==> src/rtl/key_pkg.sv <==
// Shared types and helpers for the multi-channel key debouncer.
// Holds the per-channel state enum and the counter sizing function.
package key_pkg;

  typedef enum logic [1:0] {
    IDLE   = 2'd0,
    DEB_DN = 2'd1,
    DOWN   = 2'd2,
    DEB_UP = 2'd3
  } key_state_e;

  // Counter width sized so the largest cycle count never wraps.
  function automatic int unsigned cnt_width(input int unsigned deb,
                                            input int unsigned hold,
                                            input int unsigned rep);
    int unsigned m;
    m = deb;
    if (hold > m) m = hold;
    if (rep > m) m = rep;
    return 32'($clog2(m)) + 32'd1;
  endfunction

endpackage

==> src/rtl/key_debounce_ch.sv <==
// Single key channel: 2-flop synchroniser, debounce FSM, hold/auto-repeat counter.
// All outputs are registered; en low forces the channel back to IDLE.
module key_debounce_ch
  import key_pkg::*;
#(
  parameter int unsigned DEB_CYC  = 1_000_000,
  parameter int unsigned HOLD_CYC = 25_000_000,
  parameter int unsigned REP_CYC  = 5_000_000
) (
  input  logic clk,
  input  logic rst,
  input  logic en,
  input  logic key_n,
  output logic key_level,
  output logic key_press,
  output logic key_release,
  output logic key_step
);

  localparam int unsigned   CW          = cnt_width(DEB_CYC, HOLD_CYC, REP_CYC);
  localparam logic [CW-1:0] ONE         = CW'(1);
  localparam logic [CW-1:0] DEB_LAST    = CW'(DEB_CYC - 32'd1);
  localparam bit            REP_EN      = (HOLD_CYC != 32'd0);
  localparam logic [CW-1:0] HOLD_LAST   = CW'(HOLD_CYC - 32'd1);
  // Modular reload: distance to HOLD_LAST is always REP_CYC-1 counts.
  localparam logic [CW-1:0] HOLD_RELOAD = CW'(HOLD_CYC - REP_CYC);

  logic [1:0]    sync_q;
  logic          key_s;
  key_state_e    state_q, state_d;
  logic [CW-1:0] dcnt_q, dcnt_d;
  logic [CW-1:0] hcnt_q, hcnt_d;
  logic          level_q, level_d;
  logic          press_q, press_d;
  logic          release_q, release_d;
  logic          step_q, step_d;

  assign key_s = sync_q[1];

  // Synchroniser keeps running regardless of en.
  always_ff @(posedge clk or negedge rst) begin
    if (!rst) begin
      sync_q <= 2'b00;
    end else begin
      sync_q <= {sync_q[0], ~key_n};
    end
  end

  always_ff @(posedge clk or negedge rst) begin
    if (!rst) begin
      state_q   <= IDLE;
      dcnt_q    <= '0;
      hcnt_q    <= '0;
      level_q   <= 1'b0;
      press_q   <= 1'b0;
      release_q <= 1'b0;
      step_q    <= 1'b0;
    end else begin
      state_q   <= state_d;
      dcnt_q    <= dcnt_d;
      hcnt_q    <= hcnt_d;
      level_q   <= level_d;
      press_q   <= press_d;
      release_q <= release_d;
      step_q    <= step_d;
    end
  end

  always_comb begin
    state_d   = state_q;
    dcnt_d    = dcnt_q;
    hcnt_d    = hcnt_q;
    level_d   = level_q;
    press_d   = 1'b0;
    release_d = 1'b0;
    step_d    = 1'b0;

    if (!en) begin
      state_d = IDLE;
      dcnt_d  = '0;
      hcnt_d  = '0;
      level_d = 1'b0;
    end else begin
      case (state_q)
        IDLE: begin
          if (key_s) begin
            state_d = DEB_DN;
            dcnt_d  = '0;
          end
        end
        DEB_DN: begin
          if (!key_s) begin
            state_d = IDLE;
          end else if (dcnt_q == DEB_LAST) begin
            state_d = DOWN;
            press_d = 1'b1;
            step_d  = 1'b1;
            level_d = 1'b1;
            hcnt_d  = '0;
          end else begin
            dcnt_d = dcnt_q + ONE;
          end
        end
        DOWN: begin
          // Hold counter freezes while the release is being debounced.
          if (!key_s) begin
            state_d = DEB_UP;
            dcnt_d  = '0;
          end else if (REP_EN) begin
            if (hcnt_q == HOLD_LAST) begin
              step_d = 1'b1;
              hcnt_d = HOLD_RELOAD;
            end else begin
              hcnt_d = hcnt_q + ONE;
            end
          end
        end
        DEB_UP: begin
          if (key_s) begin
            state_d = DOWN;
          end else if (dcnt_q == DEB_LAST) begin
            state_d   = IDLE;
            release_d = 1'b1;
            level_d   = 1'b0;
          end else begin
            dcnt_d = dcnt_q + ONE;
          end
        end
        default: begin
          state_d = IDLE;
        end
      endcase
    end
  end

  assign key_level   = level_q;
  assign key_press   = press_q;
  assign key_release = release_q;
  assign key_step    = step_q;

endmodule

==> src/rtl/key_debounce.sv <==
// Multi-channel push-button front end: NKEY independent debounce channels
// sharing clock, reset and the global enable.
module key_debounce
  import key_pkg::*;
#(
  parameter int unsigned NKEY     = 4,
  parameter int unsigned DEB_CYC  = 1_000_000,
  parameter int unsigned HOLD_CYC = 25_000_000,
  parameter int unsigned REP_CYC  = 5_000_000
) (
  input  logic            clk,
  input  logic            rst,
  input  logic            en,
  input  logic [NKEY-1:0] key_n,
  output logic [NKEY-1:0] key_level,
  output logic [NKEY-1:0] key_press,
  output logic [NKEY-1:0] key_release,
  output logic [NKEY-1:0] key_step
);

  for (genvar g = 0; g < NKEY; g++) begin : g_ch
    key_debounce_ch #(
      .DEB_CYC (DEB_CYC),
      .HOLD_CYC(HOLD_CYC),
      .REP_CYC (REP_CYC)
    ) u_ch (
      .clk        (clk),
      .rst        (rst),
      .en         (en),
      .key_n      (key_n[g]),
      .key_level  (key_level[g]),
      .key_press  (key_press[g]),
      .key_release(key_release[g]),
      .key_step   (key_step[g])
    );
  end

endmodule

==> config.mk <==
export PLATFORM = sky130hd
export DESIGN_NAME = key_debounce
export DESIGN_NICKNAME = d
export VERILOG_FILES = /design/src/rtl/key_pkg.sv /design/src/rtl/key_debounce_ch.sv /design/src/rtl/key_debounce.sv
export SDC_FILE = /design/constraint.sdc
export NUM_CORES = 1
export LEC_CHECK = 0
export CORE_MARGIN = 3
export CORE_UTILIZATION = 45
export DETAILED_ROUTE_END_ITERATION = 8
export GPL_TIMING_DRIVEN = 1
export PLACE_DENSITY = 0.63
export SLEW_MARGIN = 20
export SYNTH_ARGS = -nofsm -noshare
export SYNTH_HDL_FRONTEND = slang
export SYNTH_HIERARCHICAL = 1
export SYNTH_SLANG_ARGS = --single-unit
==> constraint.sdc <==
create_clock -name clk -period 2.7 [get_ports clk]
set_clock_uncertainty 0.05 [all_clocks]
set_input_delay 0.27 -clock clk [delete_from_list [all_inputs] [get_ports clk]]
set_output_delay 0.27 -clock clk [all_outputs]
set_load 0.03 [all_outputs]
# Word level (Yosys, flattened, before mapping)

Index checks and enable logic that the tools add are counted.

Register bits after elaboration: 240
Word-level logic and storage cells: 280

Bitwise operators: 4
Equal/unequal tests: 64
Add/subtract/negate cells: 8
Multiplexer cells: 152
Reductions and logical operators: 20

Operator list:

| kind                                                              | count |
|---|---|
| 26-bit 2-to-1 mux                                                 | 44 |
| 26-bit one-hot mux with 4 select lines                            | 4 |
| 26-bit by 1-bit adder with 26-bit output, second input constant   | 8 |
| 26-bit one-hot mux with 2 select lines                            | 4 |
| 26-bit by 20-bit == test with 1-bit output, second input constant | 4 |
| 26-bit by 25-bit == test with 1-bit output, second input constant | 4 |
| 1-bit 2-to-1 mux                                                  | 60 |
| 3-bit by 2-bit != test with 1-bit output, second input constant   | 20 |
| 2-bit 2-to-1 mux                                                  | 28 |
| 4-bit AND reduction                                               | 12 |
| 2-bit one-hot mux with 4 select lines                             | 4 |
| 3-bit by 1-bit != test with 1-bit output, second input constant   | 8 |
| 3-bit != test, second input constant                              | 8 |
| 5-bit AND reduction                                               | 4 |
| 2-bit == test, second input constant                              | 8 |
| 4-bit by 2-bit != test with 1-bit output, second input constant   | 4 |
| 4-bit != test, second input constant                              | 4 |
| 1-bit one-hot mux with 2 select lines                             | 8 |
| 2-bit by 1-bit == test with 1-bit output, second input constant   | 4 |
| 2-bit zero test                                                   | 4 |
| 1-bit NOT                                                         | 4 |

# Depth between registers and ports, before layout

Depth in word-level cells: 5
Depth in mapped cells: 10
Mapped depth without buffers: 8

# Cells and area by module

Netlist, hierarchy kept.

Modules (own cells, without submodules):

| module                              | cells each | area each (sq um) | instances | sequential area each (sq um) |
|---|---|---|---|---|
| key_debounce_ch at g_ch[1].u_ch ... | 409        | 3,554.7           | 2         | 1,501.4 |
| key_debounce_ch at g_ch[3].u_ch     | 417        | 3,699.8           | 1         | 1,501.4 |
| key_debounce_ch at g_ch[0].u_ch     | 392        | 3,505.9           | 1         | 1,501.4 |

# Worst setup path before layout

No wires, ideal clock.

Path kind: register -> register
From: register g_ch[3].u_ch.state_q[0]
To: register g_ch[3].u_ch.dcnt_q[18]
Arrival time: 2.261 ns
Setup slack: 0.311 ns
Clock period less this slack: 2.389 ns
Cell stages (with the launch flop): 9
Required time: 2.572 ns
Setup time: 0.078 ns
Cells stage by stage: dfrtp_1 -> inv_1 -> ha_1 -> or3b_2 -> nand3_1 -> o31ai_4 -> buf_2 -> or4_1 -> a21oi_1

Cells in the longest elaborated chain, start to end: 3
Elaborated cells between the ends (all ways): 11
Classes of those cells: 7 x eq/ne; 2 x mux; 2 x reduce/logical

Ends and longest elaborated chain:

| element                                                                          | RTL line              | RTL |
|---|---|---|
| start, declared                                                                  | key_debounce_ch.sv:30 | `key_state_e state_q, state_d;` |
| start signal, assigned                                                           | key_debounce_ch.sv:59 | `state_q <= state_d;` |
| 2-bit == test (tied with other cells)                                            | key_debounce_ch.sv:84 | `case (state_q)` |
| 3-bit != test (no source line) (tied with other cells)                           | n/a                   |  |
| 4-bit AND reduction (no source line) / 26-bit 2-to-1 mux (equally long branches) | n/a                   |  |
| end signal, assigned                                                             | key_debounce_ch.sv:60 | `dcnt_q <= dcnt_d;` |
| end, declared                                                                    | key_debounce_ch.sv:31 | `logic [CW-1:0] dcnt_q, dcnt_d;` |

Several ways; a longest one is shown, not always the timed one.
A chain may end at the register's enable or synchronous reset.

# Final worst setup path

From: register g_ch[1].u_ch.hcnt_q[7]
To: register g_ch[1].u_ch.hcnt_q[22]

Cells in the longest elaborated chain, start to end: 5
Elaborated cells between the ends (all ways): 6
Classes of those cells: 1 x add/sub; 1 x eq/ne; 4 x mux

Ends and longest elaborated chain:

| element                                                                                                       | RTL line                                       | RTL |
|---|---|---|
| start, declared                                                                                               | key_debounce_ch.sv:32                          | `logic [CW-1:0] hcnt_q, hcnt_d;` |
| start signal, assigned                                                                                        | key_debounce_ch.sv:61                          | `hcnt_q <= hcnt_d;` |
| 26-bit by 1-bit adder with 26-bit output / 26-bit by 25-bit == test with 1-bit output (equally long branches) | key_debounce_ch.sv:114, key_debounce_ch.sv:110 |  |
| 26-bit 2-to-1 mux *                                                                                           | key_debounce_ch.sv:110                         | `if (hcnt_q == HOLD_LAST) begin` |
| 26-bit 2-to-1 mux *                                                                                           | key_debounce_ch.sv:106                         | `if (!key_s) begin` |
| 26-bit one-hot mux with 2 select lines *                                                                      | key_debounce_ch.sv:84                          |  |
| 26-bit 2-to-1 mux *                                                                                           | key_debounce_ch.sv:78                          | `if (!en) begin` |

Every way passes the cells marked *; elsewhere a longest branch is shown, timed or not. The select of a mux whose other input is x is not followed.

==> results.yml <==
run_status:
  outcome: "finished, final reports clean"
layout:
  layout.filler_cells: 2917
  fin_nets: 1718
  area_of_all_sequential_standard_cells_um2: 6010
  fraction_of_the_core_area_covered_by_cells_at_the_end_of_the_flow_pct: 52.9
  share_of_post_route_cells_with_drive_strength_above_1_pct: 11.1
  final-instance-count-excl-fill: 2103
  multi_input_area_um2: 7710
  synthToLayoutAreaGrowth_pct: 14.6
  antenna_cells_inserted: 0
worst_setup_path:
  worst_ep_arrival_time_ps: 2930
  crit_path_max_incr_delay_ps: 540
  worst_setup_path_start_kind: "flop"
  cp_slowest_cell: "sky130_fd_sc_hd__or4_1"
  worstSetupPathType: "reg -> reg"
  crit_path_frequent_cell: "sky130_fd_sc_hd__or4_1"
  critical_path_buf_inv_count: 1
  critical-path-top-delay-family: "simple AND/OR/NAND/NOR gates"
  worstSetupEndpointType: "flop"
  critical_path.cell_chain: "or4_1 > or4_1 > o31a_1 > buf_4 > a41oi_1 > o21ai_0"
  cp_max_fanout: 13
  timing.critical_path.required_ps: 3070
sta:
  slew_violations: 0
  fmaxAchievable_mhz: 391
  finalSetupViolCount: 0
  maxSlewHeadroom_pct: 55.6
  min_period_ps: 2560
  rsz_0062_raised_after_global_routing: "no"
  post-route-worst-setup-slack_ps: 145
  setup_total_negative_slack_ps: 0
  timing.final.hold_violations: 0
  max_slew.worst_pin.slew_ps: 665
  finalCritPeriodShare_pct: 94.6
logic_synthesis:
  ys_ff_latch: 240
  synth_enable_flop_cells: 0
  synth_top_cells_by_area: "sky130_fd_sc_hd__dfrtp_1 42%, sky130_fd_sc_hd__o21ai_0 4.9%, sky130_fd_sc_hd__nand2_1 4.4%, sky130_fd_sc_hd__nand3_1 3.9%, sky130_fd_sc_hd__a21oi_1 3.6%"
  synth-seq-area-share_pct: 42.0
  synth.cells.most_frequent: "240 x sky130_fd_sc_hd__dfrtp_1, 167 x sky130_fd_sc_hd__nand2_1, 141 x sky130_fd_sc_hd__o21ai_0"
  netlist_area_um2: 14300
  synth_fp_nets: 1658
  ys_types: 85
  asyncSetResetFlopFracSynth_pct: 100
  synthCells: 1627
  ys.flop_type: "sky130_fd_sc_hd__dfrtp_1"
  synthMostInstantiatedCell: "sky130_fd_sc_hd__dfrtp_1"
  synth_top_cell_area_share_pct: 42.0
  post_synth.cell_area_avg_um2: 8.80
  ys_warn_count: 6
  top_cell_type_by_total_area_after_synthesis: "sky130_fd_sc_hd__dfrtp_1"
placed_design:
  placedCellCount: 2051
  gpl.final_weighted_congestion: 0.882
  hpwl_um: 25100
  pre_cts_slack_ps: 157
  port-buffer-count: 22
cts:
  clkSlewWorstSetupHoldPaths_ps: 60
  clock_buffers_created_by_tritoncts: 28
  cts.path.max_buffers: 3
  cts_htree_levels: 1
  cts_root_buf: "sky130_fd_sc_hd__clkbuf_16"
  clk-insertion-delay-late_ps: 550
  cts_tree: "done"
  cts_sinks: 240
grt:
  grt_pass1_wl_um: 62300
  grt_max_degree: 81
  grt_overflow_total: 0
  grt_usage_pct: 21.5
  antenna_found_initial: 0
  grt_pass1_vias: 12400
power_and_ir_drop:
  total_power_per_unit_cell_area_nw_per_um2: 598
  p_leak_nw: 6.50
  vdd.ir_drop.worst_v: 0.000421
route:
  via_count: 13100
  first_pass_iters: 5
  antenna_violating_nets_post_route: 0
  first_iter_violations: 1013
  avgRoutedWirePerCell_um: 17.4
  routed_wl_um: 36600
  remaining_drc_errors: 0
  via_density_per_instance: 6.25
floorplanning:
  fp.dieH_um: 184
  starting_density_of_the_core_pct: 46.2
  row_count: 64
  chipWidth_um: 184
  die_area_um2: 34000
  core-area_um2: 31000
  top_level_ports: 23
hold_path:
  hp-class: "in -> reg"
run:
  cap_violations: 0
repair_timing:
| item | CTS | global route |
|---|---|---|
| buffers inserted | 0 | 1 |
| hold endpoints to repair | 73 | 0 |
| hold buffers | 1 | 0 |
| endpoints found under the setup margin | 0 | 7 |
| resized for setup | 0 | 2 |
sequential cells by signal, indices dropped and copies added, names as in the netlist:
register and cells:
g_ch.u_ch/hcnt_q 104, g_ch.u_ch/key_press 4, g_ch.u_ch/state_q 8, g_ch.u_ch/key_release 4, g_ch.u_ch/key_step 4, g_ch.u_ch/key_level 4, g_ch.u_ch/dcnt_q 104, g_ch.u_ch/sync_q 8
path summary, 6_finish.rpt:
kind	startpoint	endpoint	depth (start not counted)	slack (ps)
hold reg to reg	g_ch[1].u_ch/sync_q[0]$_DFF_PN0_	g_ch[1].u_ch/sync_q[1]$_DFF_PN0_	0	300
setup / recovery	g_ch[1].u_ch/hcnt_q[7]$_DFFE_PN0P_	g_ch[1].u_ch/hcnt_q[22]$_DFFE_PN0P_	6	140
hold / removal	key_n[2]	g_ch[2].u_ch/sync_q[0]$_DFF_PN0_	2	140
setup reg to reg	g_ch[1].u_ch/hcnt_q[7]$_DFFE_PN0P_	g_ch[1].u_ch/hcnt_q[22]$_DFFE_PN0P_	6	140
min in group asynchronous	rst	g_ch[0].u_ch/dcnt_q[10]$_DFFE_PN0P_	2	250
max in group asynchronous	rst	g_ch[3].u_ch/sync_q[1]$_DFF_PN0_	3	1610
routing by layer:
layer  vias up  GRT usage, %  routed length [um]
met1      6481          30.6               17300
met3        41          2.39                1370
met4         0          4.87                 646
met2       278          35.4               17300
li1       6346             -                   -
met5         -             0                   0
metrics by stage:
stage | cell area [um^2] | total power, W | hold slack (ps)
2_1_floorplan | 14300 | 0.00508 | -75.6
3_3_place_gp | 15400 | 0.00574 | 269
3_5_place_dp | 15400 | 0.00577 | 264
4_1_cts | 16400 | 0.00992 | 115
5_1_grt | 16400 | 0.0103 | 140
6_report | 16400 | 0.00981 | 142
power by group:
part | internal (W) | switching, W | total (W)
logic | 0.000661 | 0.00127 | 0.00194
registers | 0.00368 | 0.000106 | 0.00379
clock network | 0.00253 | 0.00156 | 0.00409
worst reg2reg max path: stages (launching register included):
cell and delay [ps]:
sky130_fd_sc_hd__dfrtp_1 430, sky130_fd_sc_hd__or4_1 540, sky130_fd_sc_hd__or4_1 430, sky130_fd_sc_hd__o31a_1 450
sky130_fd_sc_hd__buf_4 250, sky130_fd_sc_hd__a41oi_1 180, sky130_fd_sc_hd__o21ai_0 100
logic make-up after synthesis:
group | synth area share, %
flip-flops | 42.0
multiplexers | 0.839
adder cells (fa/ha/maj) | 2.10
AND/OR/NAND/NOR | 28.5
AO/OA/AOI/OAI | 21.1
buffers and inverters | 4.35
XOR/XNOR | 1.16
cell type report:
type | count | area share (%)
Inverter | 50 | 1.14
Clock buffer | 37 | 4.79
Tap cell | 396 | 3.02
Multi-Input combinational cell | 1252 | 47.0
Clock inverter | 13 | 1.30
Timing Repair Buffer | 115 | 6.07
Sequential cell | 240 | 36.6
cells in the final DEF (no fill, tap or decap), drive strengths merged, types with 9 or more instances in the layout:
cell type,instances
a21oi,102
a22o,11
a31oi,51
a41oi,16
and2,17
and3,37
and4,28
buf,94
clkbuf,37
clkdlybuf4s50,20
dfrtp,240
ha,24
inv,51
mux2i,12
nand2,167
nand3,111
nand4,52
nand4b,9
nor2,94
nor3,35
nor4,37
nor4b,12
o211ai,10
o21ai,149
o31ai,50
o41ai,11
or3,39
or4,35
xnor2,16
(Power assumes the default switching activity.)
